==> src/rtl/lcd_hd44780_responder.sv <==
// LCD-side responder for a 4-bit HD44780 bus.
// Watches the host's RS/E/DB lines, assembles nibbles into bytes, executes
// the instruction set against a 32-character DDRAM mirror and reproduces the
// controller's busy timing so the host sees a realistic panel.
module lcd_hd44780_responder #(
  parameter int BUSY_SHORT = 2000,
  parameter int BUSY_LONG  = 76000
) (
  input  logic       clk,
  input  logic       rst_n,
  input  logic       lcd_rs,
  input  logic       lcd_e,
  input  logic [3:0] lcd_db,
  input  logic [4:0] rd_addr,
  output logic [7:0] rd_data,
  output logic       busy,
  output logic       disp_on,
  output logic       four_bit_mode,
  output logic [4:0] cursor_addr,
  output logic       cmd_valid,
  output logic       cmd_rs,
  output logic [7:0] cmd_byte,
  output logic       proto_err
);

  // The busy counter must hold the larger of the two busy periods.
  localparam int CNT_MAX = (BUSY_LONG > BUSY_SHORT) ? BUSY_LONG : BUSY_SHORT;
  localparam int CW      = $clog2(CNT_MAX + 1);

  // Counter loads are one less than the period because the BUSY state is
  // also occupied during the cycle in which the counter reads zero.
  localparam logic [CW-1:0] LOAD_SHORT = CW'((BUSY_SHORT > 0) ? BUSY_SHORT - 1 : 0);
  localparam logic [CW-1:0] LOAD_LONG  = CW'((BUSY_LONG > 0) ? BUSY_LONG - 1 : 0);

  // After a clear, the 32-cycle fill already counts toward the long busy
  // period, so only the remainder is spent in BUSY.
  localparam logic [CW-1:0] LOAD_TAIL  = CW'((BUSY_LONG > 32) ? BUSY_LONG - 33 : 0);
  localparam bit            HAS_TAIL   = (BUSY_LONG > 32);

  typedef enum logic [1:0] {
    S_FILL = 2'd0,
    S_IDLE = 2'd1,
    S_BUSY = 2'd2
  } state_t;

  state_t          state;
  logic [CW-1:0]   cnt;
  logic [4:0]      fill_idx;
  logic            fill_long;
  logic            phase;
  logic [3:0]      hi_nib;
  logic            inc;

  // Synchronizer stages; the third stage remembers the previous value so a
  // falling edge of E can be seen together with the RS/DB that went with it.
  logic            e_s1, e_s2, e_s3;
  logic            rs_s1, rs_s2, rs_s3;
  logic [3:0]      db_s1, db_s2, db_s3;
  logic            strobe;

  logic            stb_q;
  logic            stb_rs;
  logic [3:0]      stb_db;

  logic            accept;
  logic            ignored;
  logic            hi_store;
  logic            exec_go;
  logic [7:0]      exec_byte;
  logic [4:0]      ac_up;
  logic [4:0]      ac_dn;

  logic            wr_en;
  logic [4:0]      wr_addr;
  logic [7:0]      wr_data;
  logic [7:0]      mem [32];

  // Bring the asynchronous host lines into the clk domain.
  always_ff @(posedge clk or negedge rst_n) begin
    if (!rst_n) begin
      e_s1  <= 1'b0;
      e_s2  <= 1'b0;
      e_s3  <= 1'b0;
      rs_s1 <= 1'b0;
      rs_s2 <= 1'b0;
      rs_s3 <= 1'b0;
      db_s1 <= 4'h0;
      db_s2 <= 4'h0;
      db_s3 <= 4'h0;
    end else begin
      e_s1  <= lcd_e;
      e_s2  <= e_s1;
      e_s3  <= e_s2;
      rs_s1 <= lcd_rs;
      rs_s2 <= rs_s1;
      rs_s3 <= rs_s2;
      db_s1 <= lcd_db;
      db_s2 <= db_s1;
      db_s3 <= db_s2;
    end
  end

  assign strobe = e_s3 & ~e_s2;

  // Register the strobe with the RS/DB seen while E was still high.
  always_ff @(posedge clk or negedge rst_n) begin
    if (!rst_n) begin
      stb_q  <= 1'b0;
      stb_rs <= 1'b0;
      stb_db <= 4'h0;
    end else begin
      stb_q <= strobe;
      if (strobe) begin
        stb_rs <= rs_s3;
        stb_db <= db_s3;
      end
    end
  end

  // Classify the pending strobe and form the byte it would execute.
  always_comb begin
    accept    = stb_q && !busy && (state == S_IDLE);
    ignored   = stb_q && !accept;
    hi_store  = accept && four_bit_mode && !phase;
    exec_go   = accept && (!four_bit_mode || phase);
    exec_byte = four_bit_mode ? {hi_nib, stb_db} : {stb_db, 4'h0};
    ac_up     = cursor_addr + 5'd1;
    ac_dn     = cursor_addr - 5'd1;
  end

  // Main controller: fill, idle, busy countdown and instruction execution.
  always_ff @(posedge clk or negedge rst_n) begin
    if (!rst_n) begin
      state         <= S_FILL;
      cnt           <= '0;
      fill_idx      <= 5'd0;
      fill_long     <= 1'b0;
      phase         <= 1'b0;
      hi_nib        <= 4'h0;
      inc           <= 1'b1;
      cursor_addr   <= 5'd0;
      disp_on       <= 1'b0;
      four_bit_mode <= 1'b0;
      busy          <= 1'b0;
      cmd_valid     <= 1'b0;
      cmd_rs        <= 1'b0;
      cmd_byte      <= 8'h00;
      proto_err     <= 1'b0;
      wr_en         <= 1'b0;
      wr_addr       <= 5'd0;
      wr_data       <= 8'h00;
    end else begin
      cmd_valid <= 1'b0;
      proto_err <= 1'b0;
      wr_en     <= 1'b0;
      busy      <= (state != S_IDLE);

      case (state)
        S_FILL: begin
          wr_en    <= 1'b1;
          wr_addr  <= fill_idx;
          wr_data  <= 8'h20;
          fill_idx <= fill_idx + 5'd1;
          if (fill_idx == 5'd31) begin
            fill_long <= 1'b0;
            if (fill_long && HAS_TAIL) begin
              state <= S_BUSY;
              cnt   <= LOAD_TAIL;
            end else begin
              state <= S_IDLE;
            end
          end
        end
        S_BUSY: begin
          if (cnt == '0) begin
            state <= S_IDLE;
          end else begin
            cnt <= cnt - 1'b1;
          end
        end
        S_IDLE: begin
        end
        default: state <= S_IDLE;
      endcase

      if (ignored) begin
        proto_err <= 1'b1;
      end

      if (hi_store) begin
        hi_nib <= stb_db;
        phase  <= 1'b1;
      end

      if (exec_go) begin
        // Every executed byte leaves the next strobe expecting a high
        // nibble, which also covers the phase reset on an interface change.
        phase     <= 1'b0;
        cmd_valid <= 1'b1;
        cmd_rs    <= stb_rs;
        cmd_byte  <= exec_byte;
        state     <= S_BUSY;
        cnt       <= LOAD_SHORT;

        if (stb_rs) begin
          wr_en       <= 1'b1;
          wr_addr     <= cursor_addr;
          wr_data     <= exec_byte;
          cursor_addr <= inc ? ac_up : ac_dn;
        end else if (exec_byte[7]) begin
          // Line 1 is 0x00-0x0F, line 2 is 0x40-0x4F; nothing else exists.
          if (exec_byte[6:4] == 3'b000) begin
            cursor_addr <= {1'b0, exec_byte[3:0]};
          end else if (exec_byte[6:4] == 3'b100) begin
            cursor_addr <= {1'b1, exec_byte[3:0]};
          end else begin
            proto_err <= 1'b1;
          end
        end else if (exec_byte[6]) begin
          cmd_rs <= 1'b0;
        end else if (exec_byte[5]) begin
          four_bit_mode <= ~exec_byte[4];
        end else if (exec_byte[4]) begin
          if (!exec_byte[3]) begin
            cursor_addr <= exec_byte[2] ? ac_up : ac_dn;
          end
        end else if (exec_byte[3]) begin
          disp_on <= exec_byte[2];
        end else if (exec_byte[2]) begin
          inc <= exec_byte[1];
        end else if (exec_byte[1]) begin
          cursor_addr <= 5'd0;
          cnt         <= LOAD_LONG;
        end else if (exec_byte[0]) begin
          state       <= S_FILL;
          fill_idx    <= 5'd0;
          fill_long   <= 1'b1;
          cursor_addr <= 5'd0;
          inc         <= 1'b1;
        end else begin
          proto_err <= 1'b1;
        end
      end
    end
  end

  // DDRAM mirror storage; written one cycle after the controller decides.
  always_ff @(posedge clk) begin
    if (wr_en) begin
      mem[wr_addr] <= wr_data;
    end
  end

  // Registered read port for external consumers of the mirror.
  always_ff @(posedge clk or negedge rst_n) begin
    if (!rst_n) begin
      rd_data <= 8'h00;
    end else begin
      rd_data <= mem[rd_addr];
    end
  end

endmodule
==> config.mk <==
export PLATFORM = sky130hd
export DESIGN_NAME = lcd_hd44780_responder
export DESIGN_NICKNAME = d
export VERILOG_FILES = /design/src/rtl/lcd_hd44780_responder.sv
export SDC_FILE = /design/constraint.sdc
export NUM_CORES = 1
export LEC_CHECK = 0
export BUFFER_PORTS_ARGS = -buffer_cell sky130_fd_sc_hd__buf_2
export CAP_MARGIN = 5
export CORE_ASPECT_RATIO = 0.7
export CORE_MARGIN = 4
export CORE_UTILIZATION = 35
export CTS_CLUSTER_SIZE = 14
export DETAILED_ROUTE_END_ITERATION = 8
export HOLD_SLACK_MARGIN = 0.02
export PLACE_DENSITY = 0.51
export SETUP_SLACK_MARGIN = 0.1
export SKIP_CTS_REPAIR_TIMING = 1
export SLEW_MARGIN = 15
export SYNTH_ARGS = -nofsm -noshare
export SYNTH_HDL_FRONTEND = slang
export SYNTH_SLANG_ARGS = --single-unit
==> constraint.sdc <==
create_clock -name clk -period 2.5 [get_ports clk]
set_clock_uncertainty 0.05 [all_clocks]
set_input_delay 0.5 -clock clk [delete_from_list [all_inputs] [get_ports clk]]
set_output_delay 0.5 -clock clk [all_outputs]
set_load 0.01 [all_outputs]
# [Word-level counts from Yosys, hierarchy flattened]
# Memories as Yosys holds them, arrays and structs flattened. A register that Yosys moved wholly into a read port is not among the register bits.
# Cells that the tools add are included.
# W data, S select, Z words.
[word_totals] regBits=88 ramBits=256 in_bits=13 wordCells=180 mem_count=1
[mem_list] name="mem" words=32 word_bits=8 read_ports=1 rd_clocked_by_memory_dff=1 write_ports=1 line="76" rtl="logic [7:0] mem [32];"
[op_classes] addsub=4 n_eq_ne=16 muxes=96 bitwise_logic=8 n_reduce_logical=25
[ops] operator="$mux W17" count=12
[ops] operator="$mux W5" count=28
[ops] operator="$mux W1" count=37
[ops] operator="$pmux W17 S2" count=1
[ops] operator="$mux W8" count=4
[ops] operator="$mux W2" count=13
[ops] operator="$logic_not A17 Y1" count=1
[ops] operator="$sub A17 B1 Y17 const B" count=1
[ops] operator="$reduce_and A7 Y1" count=2
[ops] operator="$ne A3 B3 Y1 const B" count=4
[ops] operator="$add A5 B1 Y5 const B" count=2
[ops] operator="$ne A3 B2 Y1 const B" count=3
[ops] operator="$reduce_and A9 Y1" count=1
[ops] operator="$ne A4 B2 Y1 const B" count=2
[ops] operator="$not A1 Y1" count=7
[ops] operator="$logic_and A1 B1 Y1" count=6
[ops] operator="$pmux W2 S3" count=1
[ops] operator="$eq A5 B5 Y1 const B" count=1
[ops] operator="$logic_not A1 Y1" count=5
[ops] operator="$reduce_and A5 Y1" count=1
[ops] operator="$reduce_bool A5 Y1" count=1
[ops] operator="$sub A5 B1 Y5 const B" count=1
[ops] operator="$ne A2 B1 Y1 const B" count=2
[ops] operator="$reduce_and A4 Y1" count=1
[ops] operator="11 further kinds" count=12

# [Depth between registers and ports, before layout]
[depth] depth_word=16 ltp_mapped=9

# [Worst setup path before layout]
# Ideal clock, no wire load.
[synth_path] path_kind="input port to flip-flop" from="in rd_addr[1]" to="reg rd_data[0] (read register of mem)" setup_ns=0.125 arrival_time_ns=2.184 required_ns=2.325 setup_slack_ns=0.142 path_stages=5 path_cell_list="clkbuf_1 > buf_1 > mux4_2 > mux4_2 > mux2_2"
[synth_rtl] element="from (decl)" line="14" rtl="input logic [4:0] rd_addr,"
[synth_rtl] element="to (decl)" line="15" rtl="output logic [7:0] rd_data,"

# [Worst setup path in the final report]
[layout_path] from="reg stb_db[3]" to="reg cursor_addr[1]"
[layout_between] elab_chain_cells=3
[layout_lines] element="from (decl)" line="63" rtl="logic [3:0] stb_db;"
[layout_lines] element="from (signal assigned)" line="115" rtl="stb_db <= db_s3;"
[layout_lines] element="$mux W8 *" line="126" rtl="exec_byte = four_bit_mode ? {hi_nib, stb_db} : {stb_db, 4'h0};"
[layout_lines] element="$ne A4 B2 Y1 (no line), or another cell as far along"
[layout_lines] element="$reduce_and A7 Y1 (no line) or $mux W5 (tied branches)"
[layout_lines] element="to (signal assigned)" line="209" rtl="cursor_addr <= inc ? ac_up : ac_dn;"
[layout_lines] element="to (signal assigned)" line="213" rtl="cursor_addr <= {1'b0, exec_byte[3:0]};"
[layout_lines] element="to (signal assigned)" line="215" rtl="cursor_addr <= {1'b1, exec_byte[3:0]};"
[layout_lines] element="to (decl)" line="19" rtl="output logic [4:0] cursor_addr,"
# Mark *: on every way between the ends. The rest lies on a longest branch, timed or not.
# A chain may end at the register's enable or synchronous reset.

==> results by group <==
Outcome
  • Status: finished clean

Synthesis
  • Seq/Total Area, Yosys: between 70% and 80%
  • EDFF count, synth: ~260
  • Top-area cell type share of the netlist area: between 50% and 60%
  • Largest area contributor in the netlist: edfxtp_1
  • Async SR Flop Fraction: 27.3%
  • Warnings, synthesis: 0
  • Synthesized instance count: around 840
  • Synth top area cells: edfxtp_1 (54%), dfrtp_1 (17%), mux4_2 (13%)
  • Ys flop type: edfxtp_1
  • Mapped Avg Cell Area: about 17 um2
  • Post-synth cell types: 65
  • Synth Register Bits: about 350
  • Mapped Area: 14300 um2
  • Synthesized Nets: 860

Pwr
  • Switching share of total power: between 20% and 30%
  • Worst vdd ir: 0.000465 V
  • Switching power: 3.95 mW
  • Internal Pwr Total: 11.2 mW
  • Static leakage: ~6.5 nW
  • Sequential Power Share: 46.0%
  • Comb pwr share: 15.7%
  • Pwr dens: 888 nW/um2
  • Clock Power Share: a little under two fifths

Global route
  • Global-route congestion overflow total: 0
  • Vias in the first global route: slightly below 8000
  • Largest net degree at the start of global routing: 79
  • Total track usage: 15.5%
  • Initial antenna violation count: 0
  • Global-route wire length before repair: approximately 52000 um

Drt
  • WL/cell: between 20 and 25 um
  • Remaining routing DRC violations: 0
  • Final antenna-violating net count: 0
  • Routed WL: 34200 um
  • Drt initial violations: 851
  • Via density: 5.16
  • DR vias: 7867
  • Drt first pass iters: 5

Timing
  • Post-layout min period: 2.22 ns
  • Final hold viol count: 0
  • Tcrit/Tclk final: between 80 and 90%
  • Setup TNS: 0 ns
  • Max Freq: 450 MHz
  • Slew at the pin closest to its max-slew limit: 0.618 ns
  • Relative slew slack: 58.6%
  • RSZ-0062 raised after global routing: no
  • Max Slew Vio Count: 0
  • Setup violators final: 0

Clock tree
  • CTS sink count: between 300 and 400
  • CTS Buf Count: 37
  • Root buf cell: clkbuf_16
  • Clock H-tree levels: 2
  • Worst-Skew Late Latency: 0.54 ns
  • Maximum clock path buffer count: 3
  • CTS tree: yes
  • Reg clk slew, reported paths: 0.06 ns

Die
  • Chip Height: 177 um
  • Die footprint: 44100 um2
  • Die width: 249 um
  • CORE AREA: 40000 um2
  • Initial Utilization: a little over a third
  • Site Rows: 61
  • Num ports: 40

Critical path
  • Arrival @ worst endpoint: 2.59 ns
  • Req. time, crit path: 2.87 ns
  • WS Path Type: reg2reg
  • CP startpoint kind: flop
  • Critical path capture point type: flop
  • Crit path cell chain: mux2i_1, a32oi_1, nor4_2, a21oi_1, mux2_2
  • Max incr delay on CP: approximately 0.66 ns
  • Critical-path maximum fanout: 14
  • Slowest-stage cell, CP: dfrtp_1

Placed design
  • Placed Cells: 1450
  • DP HPWL: 21800 um
  • PortBufs: 39
  • Post-DP Area: 15700 um2
  • GP Congestion: 0.815

Layout
  • Share of cells above drive strength 1: 29.9%
  • Final Non-Filler Cells: 1526
  • Area Growth Syn to Fin: 19.6%
  • Fin util: 42.7%
  • Final Cell Area: 17100 um2
  • Nets@finish: 981

Run
  • Max_cap viols: 0

Min path
  • Hold WC Path Type: in2reg
cell type report:
type                            instances  area [um2]
Inverter                               17        63.8
Fill cell                            3563       22900
Timing Repair Buffer                  131        1020
Antenna cell                            1        2.50
Clock inverter                         17         206
Tap cell                              535         669
Multi-Input combinational cell        424        3940
Sequential cell                       352       10100
Clock buffer                           49        1090
logic make-up after synthesis:
| family | Yosys count | synth area share [%] |
|---|---|---|
| adders and majority gates | 5 | 0.438 |
| xor gates and xnor gates | 8 | 0.491 |
| buffers and inverters | 66 | 1.98 |
| and+or+nand+nor | 186 | 6.49 |
| DFF | 352 | 70.7 |
| AOI/OAI and AO/OA | 119 | 5.33 |
| muxes | 106 | 14.6 |
worst max-delay path, delay by kind of cell, from the launching register on:
| kind | cells | cell delay (ns) |
|---|---|---|
| compound gates | 2 | 0.76 |
| flops | 1 | 0.66 |
| mux | 2 | 0.53 |
| simple gates | 1 | 0.09 |
power groups by stage:
stage	clock [mW]	combinational [mW]	sequential (mW)
after floorplan	0	1.45	7.00
after global placement	0	2.28	7.09
after detailed placement	0	2.30	7.09
after CTS	5.97	2.31	6.97
after global routing	6.23	2.64	7.02
final	5.82	2.38	6.98
per-layer routing:
layer	part of all wire (%)	GRT usage (%)
met1	51	25.0
met2	42	21.4
met3	5.7	3.20
met4	1.8	3.79
met5	0	0
synth_stat cells (5+ instances only):
master / instances
a21oi_1: 18
a31oi_1: 11
buf_1: 8
buf_4: 6
clkbuf_1: 30
dfrtp_1: 95
edfxtp_1: 256
ha_1: 5
inv_1: 15
mux2_2: 14
mux2i_1: 11
mux4_2: 80
nand2_1: 50
nand3_1: 15
nand3b_1: 6
nor2_1: 62
nor3_1: 11
o21ai_0: 52
xor2_1: 5
final timing paths:
path | startpoint | cells past startpoint | end | slack, ns
min in group asynchronous | rst_n | 2 | cnt[11] | 0.35
setup / recovery | stb_db[3] | 5 | cursor_addr[1] | 0.28
hold reg to reg | db_s2[0] | 0 | db_s3[0] | 0.27
setup reg to reg | stb_db[3] | 5 | cursor_addr[1] | 0.28
max in group asynchronous | rst_n | 3 | inc | 1.33
hold / removal | lcd_rs | 1 | rs_s1 | 0.04
cell usage in the layout, fill, tap and decap left out, types with 17 or more instances in the layout:
| master | Yosys | routed |
|---|---|---|
| buf_4 | 6 | 79 |
| o21ai_0 | 52 | 52 |
| nand2_1 | 50 | 50 |
| clkbuf_16 | 0 | 41 |
| edfxtp_1 | 256 | 256 |
| a21oi_1 | 18 | 17 |
| mux4_2 | 80 | 80 |
| buf_2 | 4 | 37 |
| dfrtp_1 | 95 | 94 |
| nor2_1 | 62 | 62 |
per-stage QoR:
| stage | power [mW] | hold slack (ns) | setup WS [ns] |
|---|---|---|---|
| after floorplan | 8.45 | 0.154 | 0.142 |
| after detailed placement | 9.39 | 0.286 | 0.0306 |
| after CTS | 15.3 | -0.211 | 0.129 |
| final | 15.2 | 0.0376 | 0.280 |
| after global routing | 15.9 | 0.0208 | 0.112 |
| after global placement | 9.37 | 0.283 | 0.0351 |
state kept, by name, indices dropped and copies added, names as in the netlist, 5 cells and up:
register,flops
fill_idx,5
mem,256
cnt,17
rd_data,8
cursor_addr,5
wr_addr,5
wr_data,8
cmd_byte,8
(Power assumes the default switching activity.)
